`src/rtl/axi4_pkg.sv`:
```
// Shared AXI4 constants, refill FSM state type and size helper.
package axi4_pkg;

    localparam logic [1:0] BURST_FIXED = 2'b00;
    localparam logic [1:0] BURST_INCR  = 2'b01;
    localparam logic [1:0] BURST_WRAP  = 2'b10;

    localparam logic [1:0] RESP_OKAY   = 2'b00;
    localparam logic [1:0] RESP_EXOKAY = 2'b01;
    localparam logic [1:0] RESP_SLVERR = 2'b10;
    localparam logic [1:0] RESP_DECERR = 2'b11;

    typedef enum logic [1:0] {
        IDLE = 2'd0,
        AR   = 2'd1,
        DATA = 2'd2,
        RESP = 2'd3
    } refill_state_e;

    // AxSIZE encoding for a full-width beat of a data_w-bit bus.
    function automatic logic [2:0] axi_size(input int data_w);
        return 3'($clog2(data_w / 8));
    endfunction

endpackage

```
`src/rtl/line_assembler.sv`:
```
// Collects R beats into a line buffer, tracks sticky error and last-beat detection.
// One beat per cycle when beat_i is high; done_o is combinational on the final beat.
module line_assembler
    import axi4_pkg::*;
#(
    parameter int         DATA_W     = 64,
    parameter int         LINE_BEATS = 4,
    parameter logic [3:0] AXI_ID     = 4'd0
) (
    input  logic                         clk,
    input  logic                         rst,
    input  logic                         clear_i,
    input  logic                         beat_i,
    input  logic [DATA_W-1:0]            rdata_i,
    input  logic [1:0]                   rresp_i,
    input  logic [3:0]                   rid_i,
    input  logic                         rlast_i,
    output logic [LINE_BEATS*DATA_W-1:0] line_o,
    output logic                         err_o,
    output logic                         done_o
);

    localparam int               CNT_W     = $clog2(LINE_BEATS) + 1;
    localparam logic [CNT_W-1:0] LAST_SLOT = CNT_W'(LINE_BEATS - 1);

    logic [CNT_W-1:0]             cnt_q, cnt_d;
    logic                         err_q, err_d;
    logic [LINE_BEATS*DATA_W-1:0] line_q;
    logic [LINE_BEATS-1:0]        slot_we;
    logic                         at_last;
    logic                         beat_err;

    assign at_last = (cnt_q == LAST_SLOT);
    // rlast must coincide exactly with the final slot; either mismatch is a protocol error.
    assign beat_err = (rresp_i != RESP_OKAY) || (rid_i != AXI_ID) || (rlast_i != at_last);
    assign done_o   = beat_i && (rlast_i || at_last);

    always_comb begin
        slot_we = '0;
        for (int i = 0; i < LINE_BEATS; i++) begin
            slot_we[i] = beat_i && (cnt_q == CNT_W'(i));
        end
    end

    always_comb begin
        cnt_d = cnt_q;
        err_d = err_q;
        if (clear_i) begin
            cnt_d = '0;
            err_d = 1'b0;
        end else if (beat_i) begin
            cnt_d = cnt_q + CNT_W'(1);
            err_d = err_q | beat_err;
        end
    end

    always_ff @(posedge clk or posedge rst) begin
        if (rst) begin
            cnt_q <= '0;
            err_q <= 1'b0;
        end else begin
            cnt_q <= cnt_d;
            err_q <= err_d;
        end
    end

    always_ff @(posedge clk or posedge rst) begin
        if (rst) begin
            line_q <= '0;
        end else begin
            for (int i = 0; i < LINE_BEATS; i++) begin
                if (slot_we[i]) line_q[i*DATA_W +: DATA_W] <= rdata_i;
            end
        end
    end

    assign line_o = line_q;
    assign err_o  = err_q;

endmodule

```
`src/rtl/axi4_line_refill.sv`:
```
// AXI4 read master: one INCR burst per line-fill request, whole line returned with error flag.
// Zero-wait latency LINE_BEATS+2 cycles; one request outstanding, AR/R/resp all valid-ready.
module axi4_line_refill
    import axi4_pkg::*;
#(
    parameter int         ADDR_W     = 32,
    parameter int         DATA_W     = 64,
    parameter int         LINE_BEATS = 4,
    parameter logic [3:0] AXI_ID     = 4'd0
) (
    input  logic                         aclk,
    input  logic                         areset,
    input  logic                         req_valid,
    output logic                         req_ready,
    input  logic [ADDR_W-1:0]            req_addr,
    output logic                         resp_valid,
    input  logic                         resp_ready,
    output logic [LINE_BEATS*DATA_W-1:0] resp_line,
    output logic                         resp_err,
    output logic [ADDR_W-1:0]            araddr,
    output logic [3:0]                   arid,
    output logic [7:0]                   arlen,
    output logic [2:0]                   arsize,
    output logic [1:0]                   arburst,
    output logic                         arvalid,
    input  logic                         arready,
    input  logic [3:0]                   rid,
    input  logic [DATA_W-1:0]            rdata,
    input  logic [1:0]                   rresp,
    input  logic                         rlast,
    input  logic                         rvalid,
    output logic                         rready
);

    localparam int              OFF_W     = $clog2(LINE_BEATS * DATA_W / 8);
    localparam logic [ADDR_W-1:0] LINE_MASK = ~((ADDR_W'(1) << OFF_W) - ADDR_W'(1));

    refill_state_e     state_q, state_d;
    logic [ADDR_W-1:0] addr_q, addr_d;
    logic              clear;
    logic              beat;
    logic              done;
    logic              err;
    logic [LINE_BEATS*DATA_W-1:0] line;

    // Beat qualified from state, not rready, to keep the FSM free of a comb loop.
    assign beat = rvalid && (state_q == DATA);

    always_comb begin
        state_d    = state_q;
        addr_d     = addr_q;
        clear      = 1'b0;
        req_ready  = 1'b0;
        arvalid    = 1'b0;
        rready     = 1'b0;
        resp_valid = 1'b0;
        case (state_q)
            IDLE: begin
                req_ready = 1'b1;
                if (req_valid) begin
                    addr_d  = req_addr & LINE_MASK;
                    clear   = 1'b1;
                    state_d = AR;
                end
            end
            AR: begin
                arvalid = 1'b1;
                if (arready) state_d = DATA;
            end
            DATA: begin
                rready = 1'b1;
                if (done) state_d = RESP;
            end
            RESP: begin
                resp_valid = 1'b1;
                if (resp_ready) state_d = IDLE;
            end
            default: state_d = IDLE;
        endcase
    end

    always_ff @(posedge aclk or posedge areset) begin
        if (areset) begin
            state_q <= IDLE;
            addr_q  <= '0;
        end else begin
            state_q <= state_d;
            addr_q  <= addr_d;
        end
    end

    line_assembler #(
        .DATA_W     (DATA_W),
        .LINE_BEATS (LINE_BEATS),
        .AXI_ID     (AXI_ID)
    ) u_asm (
        .clk     (aclk),
        .rst     (areset),
        .clear_i (clear),
        .beat_i  (beat),
        .rdata_i (rdata),
        .rresp_i (rresp),
        .rid_i   (rid),
        .rlast_i (rlast),
        .line_o  (line),
        .err_o   (err),
        .done_o  (done)
    );

    assign araddr    = addr_q;
    assign arid      = AXI_ID;
    assign arlen     = 8'(LINE_BEATS - 1);
    assign arsize    = axi_size(DATA_W);
    assign arburst   = BURST_INCR;
    assign resp_line = line;
    assign resp_err  = err;

endmodule

```
`config.mk`:
```
export PLATFORM = sky130hd
export DESIGN_NAME = axi4_line_refill
export DESIGN_NICKNAME = d
export VERILOG_FILES = /design/src/rtl/axi4_pkg.sv /design/src/rtl/line_assembler.sv /design/src/rtl/axi4_line_refill.sv
export SDC_FILE = /design/constraint.sdc
export NUM_CORES = 1
export LEC_CHECK = 0
export ABC_AREA = 1
export BUFFER_PORTS_ARGS = -buffer_cell sky130_fd_sc_hd__clkbuf_2
export CAP_MARGIN = 0
export CORE_AREA = 2 2 163 165
export DETAILED_ROUTE_END_ITERATION = 10
export DIE_AREA = 0 0 165 167
export GPL_ROUTABILITY_DRIVEN = 0
export PLACE_DENSITY_LB_ADDON = 0.12
export SLEW_MARGIN = 25
export SYNTH_ARGS = -nofsm -noshare
export SYNTH_HDL_FRONTEND = slang
export SYNTH_SLANG_ARGS = --single-unit
```
`constraint.sdc`:
```
create_clock -name aclk -period 13.7 [get_ports aclk]
set_clock_uncertainty 0.15 [all_clocks]
set_input_delay 2.74 -clock aclk [delete_from_list [all_inputs] [get_ports aclk]]
set_output_delay 2.74 -clock aclk [all_outputs]
set_load 0.1 [all_outputs]
```
==> flow_summary.json <==
{
  "cts_resized": 0,
  "die_h_um": 167,
  "drt-total-wl_um": 28700,
  "cts_tree": "yes",
  "start_kind": "register",
  "post_cts_buffers": 0,
  "ys_async_sr_fraction_pct": 100,
  "dieWidth_um": 165,
  "yosys-top-cells-count": "nand2_1, dfrtp_1, o21ai_2",
  "initial_utilization_pct": 46.8,
  "cpMaxStageDelayCell": "clkbuf_2",
  "clk_pin_slew_ns": 0.06,
  "area_delta_synth_final_pct": 24.7,
  "grt.total_usage_pct": 21.1,
  "fmax_mhz": 217,
  "die_area_um2": 27600,
  "yosysSeqAreaShare_pct": 60.0,
  "yosysMostFrequentCell": "nand2_1",
  "maxCapViolations": 0,
  "path_max_fanout": 4,
  "rsz0062_at_grt": "false",
  "slew-limit-headroom_pct": 32.6,
  "hold_depth": 2,
  "hold_viol_final": 0,
  "synth_top_cell_by_area": "dfrtp_1",
  "vias_per_cell": 4.61,
  "wl_per_cell_um": 15.7,
  "hold_buffers": 0,
  "max-clock-path-buffers": 3,
  "final-setup-viol-count": 0,
  "slew_viol_final": 0,
  "crit_path_end_kind": "output port",
  "cts_max_level": 2,
  "ys_ff_latch": 289,
  "rows": 59,
  "worstPathArrival_ns": 1.72,
  "max_stage_delay_ns": 0.49,
  "yosys_warnings": 0,
  "worstHoldPathType": "register to register",
  "reg2reg_depth": 8,
  "reg2reg_to": "u_asm.line_o[161]$_DFFE_PP0P_",
  "setup_tns_ns": 0,
  "tightest_slew_ns": 1.01,
  "clk_latency_ns": 0.49,
  "grt_pass1_vias": 8392,
  "synth_cells": 1098,
  "grtUsageMet2_pct": 33.9,
  "antenna_left": 0,
  "timing.final.crit_share_pct": 33.6,
  "hold_start": "araddr[30]$_DFFE_PP0P_",
  "critPathRequiredTime_ns": 10.81,
  "io_buffers": 391,
  "outcome": "complete, no violations",
  "vias": 8432,
  "netlist.area_leader.share_pct": 60.0,
  "path_class": "register to output port",
  "busiest_layer": "met2",
  "use_met3_pct": 6.23,
  "worstPathCellList": "inv_1 > ha_1 > clkbuf_2",
  "grt_max_degree": 139,
  "drc": 0,
  "drive_gt1_share_pct": 45.5,
  "drt_pass1_iterations": 5,
  "yosysUniqueCellTypes": 21,
  "grt_pass1_wl_um": 46000,
  "core_um2": 25800,
  "synth_edf_count": 0,
  "drtIter0Drc": 522,
  "synth_area_um2": 12100,
  "ys.flop_type": "dfrtp_1",
  "cts.sinks": 289,
  "r2r-start": "state_q[0]$_DFFE_PP0P_",
  "fin_nets": 1588,
  "holdPathEnd": "araddr[30]$_DFFE_PP0P_",
  "setup.worst_path.start": "state_q[0]$_DFFE_PP0P_",
  "grt_overflow": 0,
  "syn_avg_cell_area_um2": 11.0,
  "antenna_found_initial": 0,
  "use_met1_pct": 27.3,
  "min_period_ns": 4.61,
  "cts_buffers": 34,
  "io_pins": 419,
  "diodes": 0,
  "cts-root-buf": "clkbuf_16",
  "r2r_slack_ns": 10.72,
  "synthTopCellsByArea": "dfrtp_1, o21ai_2, nand2_1",
  "hpwl_um": 19500
}
[metal layers]
| metal | up-vias | part of all wire [%] |
|---|---|---|
| li1 | 4200 | - |
| met1 | 3886 | 41 |
| met4 | 0 | 3.0 |
| met5 | - | 0 |
| met2 | 289 | 48 |
| met3 | 57 | 8.3 |
[final cells by class]
| class | instances | area (µm²) |
|---|---|---|
| Multi-Input combinational cell | 660 | 3770 |
| Clock inverter | 13 | 218 |
| Timing Repair Buffer | 398 | 2020 |
| Tap cell | 335 | 419 |
| Fill cell | 2330 | 10700 |
| Sequential cell | 289 | 7230 |
| Inverter | 86 | 340 |
| Clock buffer | 49 | 1040 |
[metrics by stage]
stage / setup slack [ns] / instance area [µm²] / util [%] / hold WS, ns / cells
after floorplan: 2.83 / 12100 / - / 0.341 / 1118
after global placement: 8.65 / 13800 / 53.4 / 0.312 / 1768
after detailed placement: 8.62 / 13800 / 53.4 / 0.314 / 1768
after CTS: 9.07 / 15000 / 58.3 / 0.329 / 1830
after global routing: 8.95 / 15000 / 58.4 / 0.345 / 1830
final: 9.09 / 15000 / 58.4 / 0.321 / 1830
[state kept, by name, summed over array words and instances, names as in the netlist]
| name | count |
|---|---|
| u_asm.err_o | 1 |
| araddr | 27 |
| u_asm.cnt_q | 3 |
| state_q | 2 |
| u_asm.line_o | 256 |
[worst max-delay path: cells and delay by family, from the launching register on]
family | cells | cell delay, ns
adder cells (fa/ha/maj) | 1 | 0.23
flip-flops | 1 | 0.41
buffers and inverters | 2 | 0.58
[how the worst max path moves through the flow]
stage	endpoint	slack (ns)
finish	rready	9.09
floorplan	araddr[10]$_DFFE_PP0P_	2.83
global route	u_asm.line_o[156]$_DFFE_PP0P_	8.95
CTS	rready	9.07
detailed placement	u_asm.line_o[139]$_DFFE_PP0P_	8.62
global placement	u_asm.line_o[163]$_DFFE_PP0P_	8.65
[layout by cell type, fill, tap and decap left out, drive strengths merged]
cell | netlist | layout
dfrtp | 289 | 289
clkinvlp | 0 | 1
buf | 80 | 7
ha | 10 | 10
conb | 2 | 22
clkinv | 1 | 8
bufinv | 0 | 6
inv | 85 | 84
clkbuf | 3 | 440
or2 | 1 | 1
nand2 | 352 | 352
nand3 | 9 | 9
nor2 | 3 | 3
nand4 | 2 | 2
o21ai | 261 | 261
[logic make-up after synthesis]
family	count (synthesis)	synth area share (%)
simple gates	367	11.9
compound gates	261	17.6
other cells	2	0.0623
buf+inv	169	9.44
fa+ha+maj	10	1.04
flops	289	60.0
Power is left out: the tool's default activity adds up to more than one toggle a clock period on the data nets, which glitch-free logic cannot reach.
